===== config.mk =====
export PLATFORM = sky130hd
export DESIGN_NAME = serial_adder_ctrl
export DESIGN_NICKNAME = d
export VERILOG_FILES = /design/src/rtl/serial_adder_ctrl.sv
export SDC_FILE = /design/constraint.sdc
export NUM_CORES = 1
export LEC_CHECK = 0
export CELL_PAD_IN_SITES_DETAIL_PLACEMENT = 0
export CELL_PAD_IN_SITES_GLOBAL_PLACEMENT = 2
export CORE_ASPECT_RATIO = 0.5
export CORE_MARGIN = 2
export CORE_UTILIZATION = 30
export DETAILED_ROUTE_END_ITERATION = 10
export PLACE_DENSITY_LB_ADDON = 0.1
export SLEW_MARGIN = 20
export SYNTH_ARGS = -nofsm -noshare
export SYNTH_HDL_FRONTEND = slang
export SYNTH_SLANG_ARGS = --single-unit

===== constraint.sdc =====
create_clock -name clk -period 1.79 [get_ports clk]
set_clock_uncertainty 0.2 [all_clocks]
set_input_delay 0.179 -clock clk [delete_from_list [all_inputs] [get_ports clk]]
set_output_delay 0.179 -clock clk [all_outputs]
set_load 0.03 [all_outputs]

===== src/rtl/serial_adder_ctrl.sv =====
// ---------------------------------------------------------------------------
// serial_adder_ctrl
//
// Bit-serial sequencer for an external 1-bit fullAdder. On an accepted start
// it captures two WIDTH-bit operands and a carry-in. It then feeds the adder
// one bit pair per clock, LSB first, and keeps the carry in a register
// between bits. The sum bits are shifted in from the top, so after WIDTH
// cycles the assembled word is in bit order.
//
// Optional feature (compile-time macro SERIAL_ADDER_OVF_EN):
//   defined     -> ovf reports signed overflow of the last add
//                  (carry into MSB xor carry out of MSB)
//   not defined -> ovf is tied low and costs no flops
//
// Ports:
//   clk       in   1      system clock, rising edge
//   rst_n     in   1      synchronous active-low reset
//   start     in   1      add request, sampled only in IDLE or DONE
//   a_in      in   WIDTH  operand A, captured on the accepted start
//   b_in      in   WIDTH  operand B, captured on the accepted start
//   cin_in    in   1      initial carry, captured on the accepted start
//   fa_a      out  1      to fullAdder.A   (0 outside RUN)
//   fa_b      out  1      to fullAdder.B   (0 outside RUN)
//   fa_cin    out  1      to fullAdder.cin (0 outside RUN)
//   fa_sum    in   1      from fullAdder.sum
//   fa_cout   in   1      from fullAdder.cout
//   busy      out  1      high while the add is in progress
//   done      out  1      one-cycle pulse when result/cout_out become valid
//   result    out  WIDTH  sum, held until the next accepted start completes
//   cout_out  out  1      final carry, held like result
//   ovf       out  1      signed overflow (see macro above)
// ---------------------------------------------------------------------------
module serial_adder_ctrl #(
    parameter int WIDTH = 8
) (
    input  logic             clk,
    input  logic             rst_n,
    input  logic             start,
    input  logic [WIDTH-1:0] a_in,
    input  logic [WIDTH-1:0] b_in,
    input  logic             cin_in,
    output logic             fa_a,
    output logic             fa_b,
    output logic             fa_cin,
    input  logic             fa_sum,
    input  logic             fa_cout,
    output logic             busy,
    output logic             done,
    output logic [WIDTH-1:0] result,
    output logic             cout_out,
    output logic             ovf
);

    localparam int CW = (WIDTH < 2) ? 1 : $clog2(WIDTH + 1);
    localparam logic [CW-1:0] LAST_BIT = CW'(WIDTH - 1);

    typedef enum logic [1:0] {
        IDLE = 2'd0,
        RUN  = 2'd1,
        DONE = 2'd2
    } state_t;

    state_t            state_q, state_d;
    logic [WIDTH-1:0]  aShift_q, aShift_d;
    logic [WIDTH-1:0]  bShift_q, bShift_d;
    logic [WIDTH-1:0]  sumShift_q, sumShift_d;
    logic [WIDTH-1:0]  result_q, result_d;
    logic [CW-1:0]     cnt_q, cnt_d;
    logic              carry_q, carry_d;
    logic              cout_q, cout_d;
    logic [WIDTH-1:0]  sumNext;

    // The sum word after this cycle's bit has been shifted in at the top.
    // A one-bit word has no lower part to keep, hence the split.
    generate
        if (WIDTH == 1) begin : gNarrowSum
            assign sumNext = fa_sum;
        end else begin : gWideSum
            assign sumNext = {fa_sum, sumShift_q[WIDTH-1:1]};
        end
    endgenerate

`ifdef SERIAL_ADDER_OVF_EN
    logic ovf_q, ovf_d;
`endif

    // State and datapath registers. Reset is synchronous, so an add in
    // progress is dropped cleanly at the next edge and never raises done.
    always_ff @(posedge clk) begin
        if (!rst_n) begin
            state_q    <= IDLE;
            aShift_q   <= '0;
            bShift_q   <= '0;
            sumShift_q <= '0;
            result_q   <= '0;
            cnt_q      <= '0;
            carry_q    <= 1'b0;
            cout_q     <= 1'b0;
`ifdef SERIAL_ADDER_OVF_EN
            ovf_q      <= 1'b0;
`endif
        end else begin
            state_q    <= state_d;
            aShift_q   <= aShift_d;
            bShift_q   <= bShift_d;
            sumShift_q <= sumShift_d;
            result_q   <= result_d;
            cnt_q      <= cnt_d;
            carry_q    <= carry_d;
            cout_q     <= cout_d;
`ifdef SERIAL_ADDER_OVF_EN
            ovf_q      <= ovf_d;
`endif
        end
    end

    // Next-state and adder-drive logic. Every register holds by default.
    // A start is honoured only when not running, so an add in flight is
    // never restarted and requests are not queued.
    always_comb begin
        state_d    = state_q;
        aShift_d   = aShift_q;
        bShift_d   = bShift_q;
        sumShift_d = sumShift_q;
        result_d   = result_q;
        cnt_d      = cnt_q;
        carry_d    = carry_q;
        cout_d     = cout_q;
`ifdef SERIAL_ADDER_OVF_EN
        ovf_d      = ovf_q;
`endif
        fa_a       = 1'b0;
        fa_b       = 1'b0;
        fa_cin     = 1'b0;

        case (state_q)
            RUN: begin
                fa_a       = aShift_q[0];
                fa_b       = bShift_q[0];
                fa_cin     = carry_q;
                aShift_d   = aShift_q >> 1;
                bShift_d   = bShift_q >> 1;
                sumShift_d = sumNext;
                carry_d    = fa_cout;
                cnt_d      = cnt_q + 1'b1;
                if (cnt_q == LAST_BIT) begin
                    // carry_q here is the carry into the MSB position
                    result_d = sumNext;
                    cout_d   = fa_cout;
`ifdef SERIAL_ADDER_OVF_EN
                    ovf_d    = carry_q ^ fa_cout;
`endif
                    state_d  = DONE;
                end
            end
            default: begin
                // IDLE and DONE both accept a new request; DONE otherwise
                // falls back to IDLE so done lasts exactly one cycle.
                if (state_q == DONE) begin
                    state_d = IDLE;
                end
                if (start) begin
                    aShift_d   = a_in;
                    bShift_d   = b_in;
                    carry_d    = cin_in;
                    cnt_d      = '0;
                    sumShift_d = '0;
`ifdef SERIAL_ADDER_OVF_EN
                    ovf_d      = 1'b0;
`endif
                    state_d    = RUN;
                end
            end
        endcase
    end

    assign busy     = (state_q == RUN);
    assign done     = (state_q == DONE);
    assign result   = result_q;
    assign cout_out = cout_q;

`ifdef SERIAL_ADDER_OVF_EN
    assign ovf = ovf_q;
`else
    assign ovf = 1'b0;
`endif

endmodule

-- Word level (Yosys, flattened, before mapping)
Index checks and enable logic that the tools add are counted.
- bits in latches: 0
- ROM bits: 0
- memories kept: 0
- register bits after elaboration: 40
- logic and storage cells: 38
- bits in writable memories: 0
- $lt $le $gt $ge: 0
- $mul: 0
- shift operators: 0
- bitwise gates (word level): 1
- divide/modulo/power cells: 0
- add/subtract/negate cells: 1
- reductions and logical operators: 5
- equal/unequal tests: 4
- muxes and demuxes: 17
- operators with widths (kind ; count):
    7-bit two-way mux ; 4
    8-bit two-way mux ; 2
    2-bit two-way mux ; 4
    4-bit two-way mux ; 2
    1-bit two-way mux ; 5
    4-bit by 1-bit adder with 4-bit output, second input constant ; 1
    4-bit by 3-bit equality test with 1-bit output, second input constant ; 1
    2-bit AND reduction ; 2
    3-bit nonzero test ; 1
    2-bit by 1-bit equality test with 1-bit output, second input constant ; 1
    2-bit equality test, second input constant ; 1
    2-bit by 1-bit inequality test with 1-bit output, second input constant ; 1
    2-bit nonzero test ; 1
    2-bit OR reduction ; 1
    1-bit NOT ; 1

-- Depth between registers and ports, before layout
Gate-level depths: netlist (run 1).
- word-level depth: 4
- mapped depth: 6
- depth with buffers taken out: 4

-- Worst setup path before layout (run 1)
No wires, ideal clock.
- path kind: reg2out
- start point: register state_q[1]
- end point: output port fa_a
- arrival time: 1211 ps
- setup slack: 200 ps
- path buffers: 2
- required time: 1411 ps
- stages on the path, launching flop included: 6
- cells stage by stage: dfxtp_1 -> nand2b_1 -> buf_6 -> inv_6 -> buf_2 -> and2_1
- longest elaborated chain between the ends: 2
- ends and longest elaborated chain (what ; line ; source):
    start: declaration ; 63 ; state_t state_q, state_d;
    start signal: assignment ; 103 ; state_q <= state_d;
    2-bit by 1-bit equality test with 1-bit output ; - ;
    via busy ; 47 ; output logic busy,
    1-bit two-way mux ; 136 ; case (state_q)
    end: declaration ; 42 ; output logic fa_a,
The timed path passes the listed nets, and every way through them passes these cells.

-- Final worst setup path (run 1)
- start point: register state_q[1]
- end point: output port fa_a
- longest elaborated chain between the ends: 2
- ends and longest elaborated chain (what ; line):
    2-bit by 1-bit equality test with 1-bit output ; 136
    1-bit two-way mux ; 136
No other way between the ends.

==> results of run 1 <==
==> metrics by stage <==
stage	power (mW)	hold slack [ps]	util [%]	cell area [um2]
after CTS	1.787	262.2	40.11	2183
after global placement	1.166	243.3	38.36	2088
final	1.759	257.4	40.08	2182
after detailed placement	1.167	246.3	38.36	2088
after global routing	1.838	279.3	40.08	2182
after floorplan	1.076	115.0	-	1687
==> metal layers <==
| metal | up-vias | global-route usage [%] |
|---|---|---|
| li1 | 688 | - |
| met1 | 605 | 17.19 |
| met2 | 26 | 19.54 |
| met3 | 7 | 4.686 |
| met4 | 0 | 5.425 |
| met5 | - | 0 |
==> power groups by stage <==
stage	combinational [mW]	clock (mW)	sequential (mW)
CTS	0.225	0.637	0.925
floorplan	0.137	0	0.939
finish	0.223	0.612	0.924
global route	0.246	0.663	0.929
global placement	0.222	0	0.944
detailed placement	0.222	0	0.945
==> flip-flops by register name, indices dropped and copies added (netlist names) <==
| name | flops |
|---|---|
| sumShift_q | 7 |
| bShift_q | 8 |
| result | 8 |
| aShift_q | 8 |
| cout_out | 1 |
| carry_q | 1 |
| cnt_q | 4 |
| state_q | 2 |
==> cells in the final DEF (no fill, tap or decap), types with 6 or more instances in the layout <==
master / n
nand3b_1: 9
buf_4: 6
a21oi_1: 9
clkbuf_8: 6
nor2_1: 20
nand2_1: 28
dfxtp_1: 39
mux2i_1: 26
a211oi_1: 15
clkdlybuf4s50_1: 30
==> worst max-delay path by stage <==
stage               start      to  slack (ps)
2_1_floorplan  state_q[1]    fa_a         200
4_1_cts        state_q[1]  fa_cin          20
5_1_grt        state_q[1]    fa_a          10
6_report       state_q[1]    fa_a          70
3_3_place_gp   state_q[1]    fa_b          50
3_5_place_dp   state_q[1]  fa_cin          30
==> worst register-to-register path: stages, from the launching register on <==
cell and delay [ps]:
dfxtp_1 320, nand2b_2 220, inv_6 80, buf_12 130, and4b_4 410, mux2i_1 220
==> cell families (layout without fill, tap and decap cells) <==
| group | Yosys count | in the layout |
|---|---|---|
| buf+inv | 17 | 50 |
| fa+ha+maj | 1 | 1 |
| mux | 27 | 27 |
| compound gates | 29 | 29 |
| flops | 39 | 39 |
| other cells | 1 | 1 |
| simple gates | 67 | 67 |
==> what timing repair did <==
action	CTS	global route
resized for setup	8	4
buffers inserted	0	0
endpoints found under the setup margin	4	3
hold buffers	0	0
endpoints found under the hold margin	0	0
gates cloned	0	0
==> area by class of cell <==
type / instances / share of cell area [%]
Inverter: 2 / 0.5734
Clock inverter: 1 / 0.2294
Sequential cell: 39 / 35.78
Clock buffer: 6 / 3.784
Multi-Input combinational cell: 125 / 36.93
Tap cell: 73 / 4.186
Timing Repair Buffer: 41 / 18.52
==> flow_summary.toml, run 1 <==
[run_status]
status = "completed"

[synth]
ys_top_cells_by_area = "dfxtp_1 46%, mux2i_1 15%, a211oi_1 6.7%"
synth_area_leader_cell = "dfxtp_1"
yosysSeqAreaShare_pct = 46.29
ys_ff_latch = 39
avgSynthCellArea_um2 = 9.318
synthCells = 181
ys_types = 28
async_flop_share_pct = 0
synth-xor-area-share_pct = 0
syn-num-nets = 204
synth_most_common_cell = "dfxtp_1"
synthTopCellsByCount = "39 x dfxtp_1, 28 x nand2_1, 26 x mux2i_1"
synthAdderAreaFrac_pct = 0.7418
synth_top_family_by_area = "simple AND/OR/NAND/NOR gates"
ys_warn_count = 0
synth_edf_count = 0
synthMuxAreaShare_pct = 16.10
synthSimpleGateAreaFrac_pct = 18.77
synth_ff_type = "dfxtp_1"
synth_top_area_share_pct = 46.29
synth.cell_area_mm2 = 0.001687
synth_compound_gate_area_share_pct = 11.65

[sta]
fmax_mhz = 581.8
fin_crit_sh_pct = 96.03
maxSlewViolCount = 0
rsz0062_at_grt = "false"
setup_viol = 0
finalSetupTns_ps = 0
finalHoldViolCount = 0
setup_ws_ps = 71.06
period_minus_slack_ps = 1719

[global_route]
antenna_found_initial = 0
grt_pass1_vias = 1278
grt-ovfl-total = 0
gr-usage-all-layers_pct = 13.07
grt_pass1_wl_um = 6099
grt_max_degree = 43

[power_and_ir_drop]
power_frac_comb_pct = 12.7
seqPwrFrac_pct = 52.5
switchingPower_uw = 441.2
clkPwrFrac_pct = 34.8
p_int_mw = 1.318
p_leak_nw = 0.8224
swShare_pct = 25.07
power.density_mw_per_mm2 = 806.3
ir_drop_mv = 0.3091

[drt]
vias_per_cell = 4.620
post_drt_wl_per_cell_um = 12.75
top_layer = "met4"
wl_met1_um = 1923
routed-wl-met3_um = 198
postRouteWirelength_um = 3659
drc_errors = 0
met2WireLength_um = 1482
dr.pass1.iters = 4
ant_nets = 0
vias = 1326
drtIter0Drc = 36

[worst_setup_path]
worst-setup-path-type = "flip-flop to output pin"
crit_fanout = 15
r2r_start = "state_q[1]"
max_stage_delay_ps = 320
critPathRequiredTime_ps = 1410
slowest_stage = "dfxtp_1"
timing.rr.end = "result[4]"
critPathLaunchType = "flip-flop"
worstPathCellList = "nand2b_2, inv_6, buf_12, and2_4, buf_4"
arrival_ps = 1340
cp-end-kind = "output pin"
rrSetupSlack_ps = 150
crit_family = "simple AND/OR/NAND/NOR gates"
crit_buf_inv = 3
reg2reg_depth = 5
cp_num_cells = 5

[clock_tree]
cts_buffers = 5
clock_latency_ps = 290
cts_buffer_depth = 2
cts.sinks = 39
cts-htree-levels = 2
path_clk_slew_ps = 80
cts-root-buf = "clkbuf_8"
cts_tree = "built"

[min_path]
hold_end = "result[2]"
hp-start = "result[2]"
hold_class = "flip-flop to flip-flop"
min_path_cells = 2

[placed_design]
io_buffers = 35
place_ws_ps = 26.97
placed_cells_incl_taps = 280
detailed_place_hpwl_um = 2388
gp_congestion = 0.6814

[floorplan]
start_util_pct = 30.98
die_h_um = 57.02
io_pins = 37
die_width_um = 110.0
dieArea_mm2 = 0.006274
core_mm2 = 0.005444
std_cell_rows = 19

[cells_and_area]
area_growth_pct = 29.38
seq_area_um2 = 780.7
drive_gt1_share_pct = 10.28
multiInputGateArea_um2 = 805.8
diodes = 0
layout.cells.non_filler = 287
fillCellCount = 565
layout.nets = 237

[job]
cap_violations = 0
No activity file was read; power rests on OpenSTA's default activity.
==> inputs of run 2 (changes only) <==
Settings changed: MAX_ROUTING_LAYER from default to met4.
==> flow_summary.toml, run 2 (synthesis gave the netlist of run 1 again) <==
[worst_setup_path]
critPathLaunchType = "flip-flop"
reg2reg_depth = 5
crit_path_start = "state_q[1]"
worst-setup-path-type = "flip-flop to output pin"
arrival_ps = 1340
crit_fanout = 15
cp-endpoint = "fa_a"
rrSetupSlack_ps = 140
critPathRequiredTime_ps = 1410
cp-end-kind = "output pin"
r2r_start = "state_q[1]"
timing.rr.end = "result[4]"

[placed_design]
place_ws_ps = 26.97
placed_cells_incl_taps = 280
gp_congestion = 0.6884
detailed_place_hpwl_um = 2388
io_buffers = 35

[drt]
dr.pass1.iters = 4
vias = 1331
postRouteWirelength_um = 3664
drtIter0Drc = 36
wl_met1_um = 1963
ant_nets = 0
post_drt_wl_per_cell_um = 12.77
top_layer = "met4"
met2WireLength_um = 1473
routed-wl-met3_um = 174
vias_per_cell = 4.638
drc_errors = 0

[power_and_ir_drop]
power.density_mw_per_mm2 = 806.1
ir_drop_mv = 0.3092
power_mw = 1.759
p_leak_nw = 0.8224

[run_status]
status = "completed"

[floorplan]
die_width_um = 110.0
core_mm2 = 0.005444
dieArea_mm2 = 0.006274
std_cell_rows = 19
die_h_um = 57.02
start_util_pct = 30.98
io_pins = 37

[clock_tree]
cts_hold_buf = 0
cts.sinks = 39
cts-root-buf = "clkbuf_8"
clock_latency_ps = 290
cts_buffers = 5
path_clk_slew_ps = 80
cts-htree-levels = 2
cts_tree = "built"
cts_buffer_depth = 2
cts_setup_buffers = 0

[sta]
fin_crit_sh_pct = 96.20
fmax_mhz = 580.7
finalHoldViolCount = 0
setup_ws_ps = 68.02
setup_viol = 0
finalSetupTns_ps = 0
maxSlewViolCount = 0
rsz0062_at_grt = "false"
period_minus_slack_ps = 1722

[global_route]
grt_pass1_wl_um = 6113
antenna_found_initial = 0
grt_max_degree = 43
gr-usage-all-layers_pct = 13.51
grt_pass1_vias = 1275
grt-ovfl-total = 0

[cells_and_area]
area_growth_pct = 29.38
layout.nets = 237
final_common_cell = "dfxtp_1"
most-common-layout-cells = "39 x dfxtp_1, 30 x clkdlybuf4s50_1, 28 x nand2_1"
drive_gt1_share_pct = 10.28
diodes = 0
layout.cells.non_filler = 287

[min_path]
hold_class = "flip-flop to flip-flop"

[job]
cap_violations = 0
-- run 2: cell counts in the layout (fill, tap and decap cells not counted) --
No cell type changed its count.
-- run 2: metal layers --
metal | GRT usage (%) | up-vias
li1 | - | 689
met1 | 17.40 | 609
met2 | 19.54 | 26
met3 | 4.457 | 7
met4 | 5.425 | 0
met5 | - | -
-- run 2: critical path: stages (launching register included) --
cell      delay [ps]
dfxtp_1          320
nand2b_2         220
inv_6             80
buf_12           130
and2_4           150
buf_4            150
-- run 2: worst min path at each step --
stage               startpoint            end  slack [ps]  cells after the start
finish               result[2]      result[2]         260                      2
global route         result[2]      result[2]         280                      2
CTS                  result[2]      result[2]         260                      2
detailed placement   result[5]      result[5]         250                      2
global placement      cout_out       cout_out         240                      2
floorplan               fa_sum  sumShift_q[7]         120                      2
-- run 2: repair_timing --
action,in CTS,in global routing
endpoints found under the hold margin,0,0
resized for setup,8,4
endpoints found under the setup margin,4,3
-- run 2: layout make-up --
type                    count  area (um2)
inverters                   2       12.51
flip-flops and latches     39       780.7
well taps                  73       91.34
fillers                   565        3262
repair buffers             41       404.1
clock inverters             1       5.005
multi-input cells         125       805.8
clock buffers               6       82.58
-- run 2: power breakdown --
| group | internal, mW | leakage [nW] | switching (mW) |
|---|---|---|---|
| clock network | 0.303 | 0.0470 | 0.308 |
| registers | 0.904 | 0.319 | 0.0202 |
| logic | 0.111 | 0.457 | 0.112 |
| total | 1.32 | 0.822 | 0.441 |
-- run 2: metrics by stage --
stage	utilization [%]	hold slack, ps	cell area (um2)
after global placement	38.36	243.3	2088
after global routing	40.08	279.3	2182
after detailed placement	38.36	246.3	2088
final	40.08	257.4	2182
after floorplan	-	115.0	1687
after CTS	40.11	262.2	2183
==> inputs of run 3 (changes only) <==
Settings changed: CORE_UTILIZATION 30 to 32, TNS_END_PERCENT from default to 30.
Clock period 1.79 ns to 2 ns, I/O delays scaled along.
==> flow_summary.toml, run 3 (synthesis gave the netlist of run 1 again) <==
[placed_design]
gp_congestion = 0.6933
io_buffers = 35
placed_cells_incl_taps = 279
detailed_place_hpwl_um = 2405

[clock_tree]
path_clk_slew_ps = 80
cts-htree-levels = 2
cts.sinks = 39
cts_tree = "built"
cts-root-buf = "clkbuf_8"
cts_setup_buffers = 0
cts_buffers = 5
clock_latency_ps = 280
cts_buffer_depth = 2

[worst_setup_path]
critPathLaunchType = "flip-flop"
slowest_stage = "clkdlybuf4s50_1"
r2r_start = "state_q[1]"
crit_fanout = 3
rrSetupSlack_ps = 280
worst-setup-path-type = "flip-flop to output pin"
timing.rr.end = "result[4]"
max_stage_delay_ps = 700
worstPathCellList = "nor2b_1, clkdlybuf4s50_1"
cp-end-kind = "output pin"
critPathRequiredTime_ps = 1600
arrival_ps = 1480
reg2reg_depth = 5

[cells_and_area]
layout.cells.non_filler = 286
most-common-layout-cells = "39 x dfxtp_1, 31 x clkdlybuf4s50_1, 28 x nand2_1"
area_growth_pct = 28.86
layout.nets = 239
drive_gt1_share_pct = 8.796
diodes = 0
final_common_cell = "dfxtp_1"

[sta]
finalHoldViolCount = 0
maxSlewViolCount = 0
finalSetupTns_ps = 0
holdWs_ps = 254.9
period_minus_slack_ps = 1878
fin_crit_sh_pct = 93.89
fmax_mhz = 532.6
rsz0062_at_grt = "false"
setup_viol = 0

[floorplan]
std_cell_rows = 18
dieArea_mm2 = 0.005903
io_pins = 37
die_width_um = 106.7
start_util_pct = 33.73
core_mm2 = 0.005000
die_h_um = 55.34

[min_path]
hp-start = "result[7]"
hold_end = "result[7]"
hold_class = "flip-flop to flip-flop"
min_path_cells = 2

[run_status]
status = "completed"

[power_and_ir_drop]
swShare_pct = 24.28
ir_drop_mv = 0.2884
seqPwrFrac_pct = 53.3
switchingPower_uw = 376.9
power_mw = 1.552
p_leak_nw = 0.8261
clkPwrFrac_pct = 34.2
power.density_mw_per_mm2 = 714.2
p_int_mw = 1.175
power_frac_comb_pct = 12.4

[drt]
drc_errors = 0
postRouteWirelength_um = 3594
ant_nets = 0
dr.pass1.iters = 4
vias = 1333
post_drt_wl_per_cell_um = 12.57
drtIter0Drc = 41
vias_per_cell = 4.661

[global_route]
grt_pass1_vias = 1265
gr-usage-all-layers_pct = 13.31
grt-ovfl-total = 0
grt_max_degree = 43
antenna_found_initial = 0
grt_pass1_wl_um = 6016

[job]
cap_violations = 0
[run 3: worst max-delay path, delay by kind of cell (launching register included)]
family                 cells  cell delay, ps
buffers and inverters      1             700
DFF                        1             340
and+or+nand+nor            1             160
[run 3: final cells by class]
class                      count  area (um2)
clock buffer                   6       82.58
clock inverter                 1       5.005
fill                         519        2826
inverter                       2       12.51
multi-input combinational    125       800.8
sequential                    39       780.7
tap                           70       87.58
timing repair buffer          43       404.1
[run 3: per-stage QoR]
step | utilization (%) | setup slack [ps] | cell area [um2]
after CTS | 43.47 | 86.33 | 2173
after floorplan | - | 388.8 | 1687
after global placement | 41.79 | 227.2 | 2090
after global routing | 43.47 | 51.78 | 2173
final | 43.47 | 122.3 | 2173
after detailed placement | 41.79 | 216.2 | 2090
[run 3: what timing repair did]
item,4_1_cts,5_1_grt
setup endpoints to repair,3,0
hold buffers,0,0
gates resized for setup,3,0
[run 3: worst max-delay path by stage]
stage          slack (ps)     end  startpoint
2_1_floorplan         390    fa_a  state_q[1]
3_3_place_gp          230    fa_b  state_q[1]
3_5_place_dp          220  fa_cin  state_q[1]
4_1_cts                90    done  state_q[1]
5_1_grt                50    done  state_q[1]
6_report              120    done  state_q[1]
[run 3: power by group through the flow]
stage               combinational (mW)  clock [mW]  sequential (mW)
floorplan                        0.123           0            0.840
global placement                 0.196           0            0.845
detailed placement               0.199           0            0.845
CTS                              0.197       0.558            0.828
global route                     0.214       0.592            0.832
finish                           0.193       0.531            0.828
[run 3: metal layers]
| layer | vias up | GRT usage, % | share of wire [%] |
|---|---|---|---|
| li1 | 691 | - | - |
| met1 | 612 | 18.15 | 52 |
| met2 | 28 | 19.38 | 43 |
| met3 | 2 | 3.896 | 4.8 |
| met4 | 0 | 3.340 | 0.47 |
| met5 | - | - | 0 |
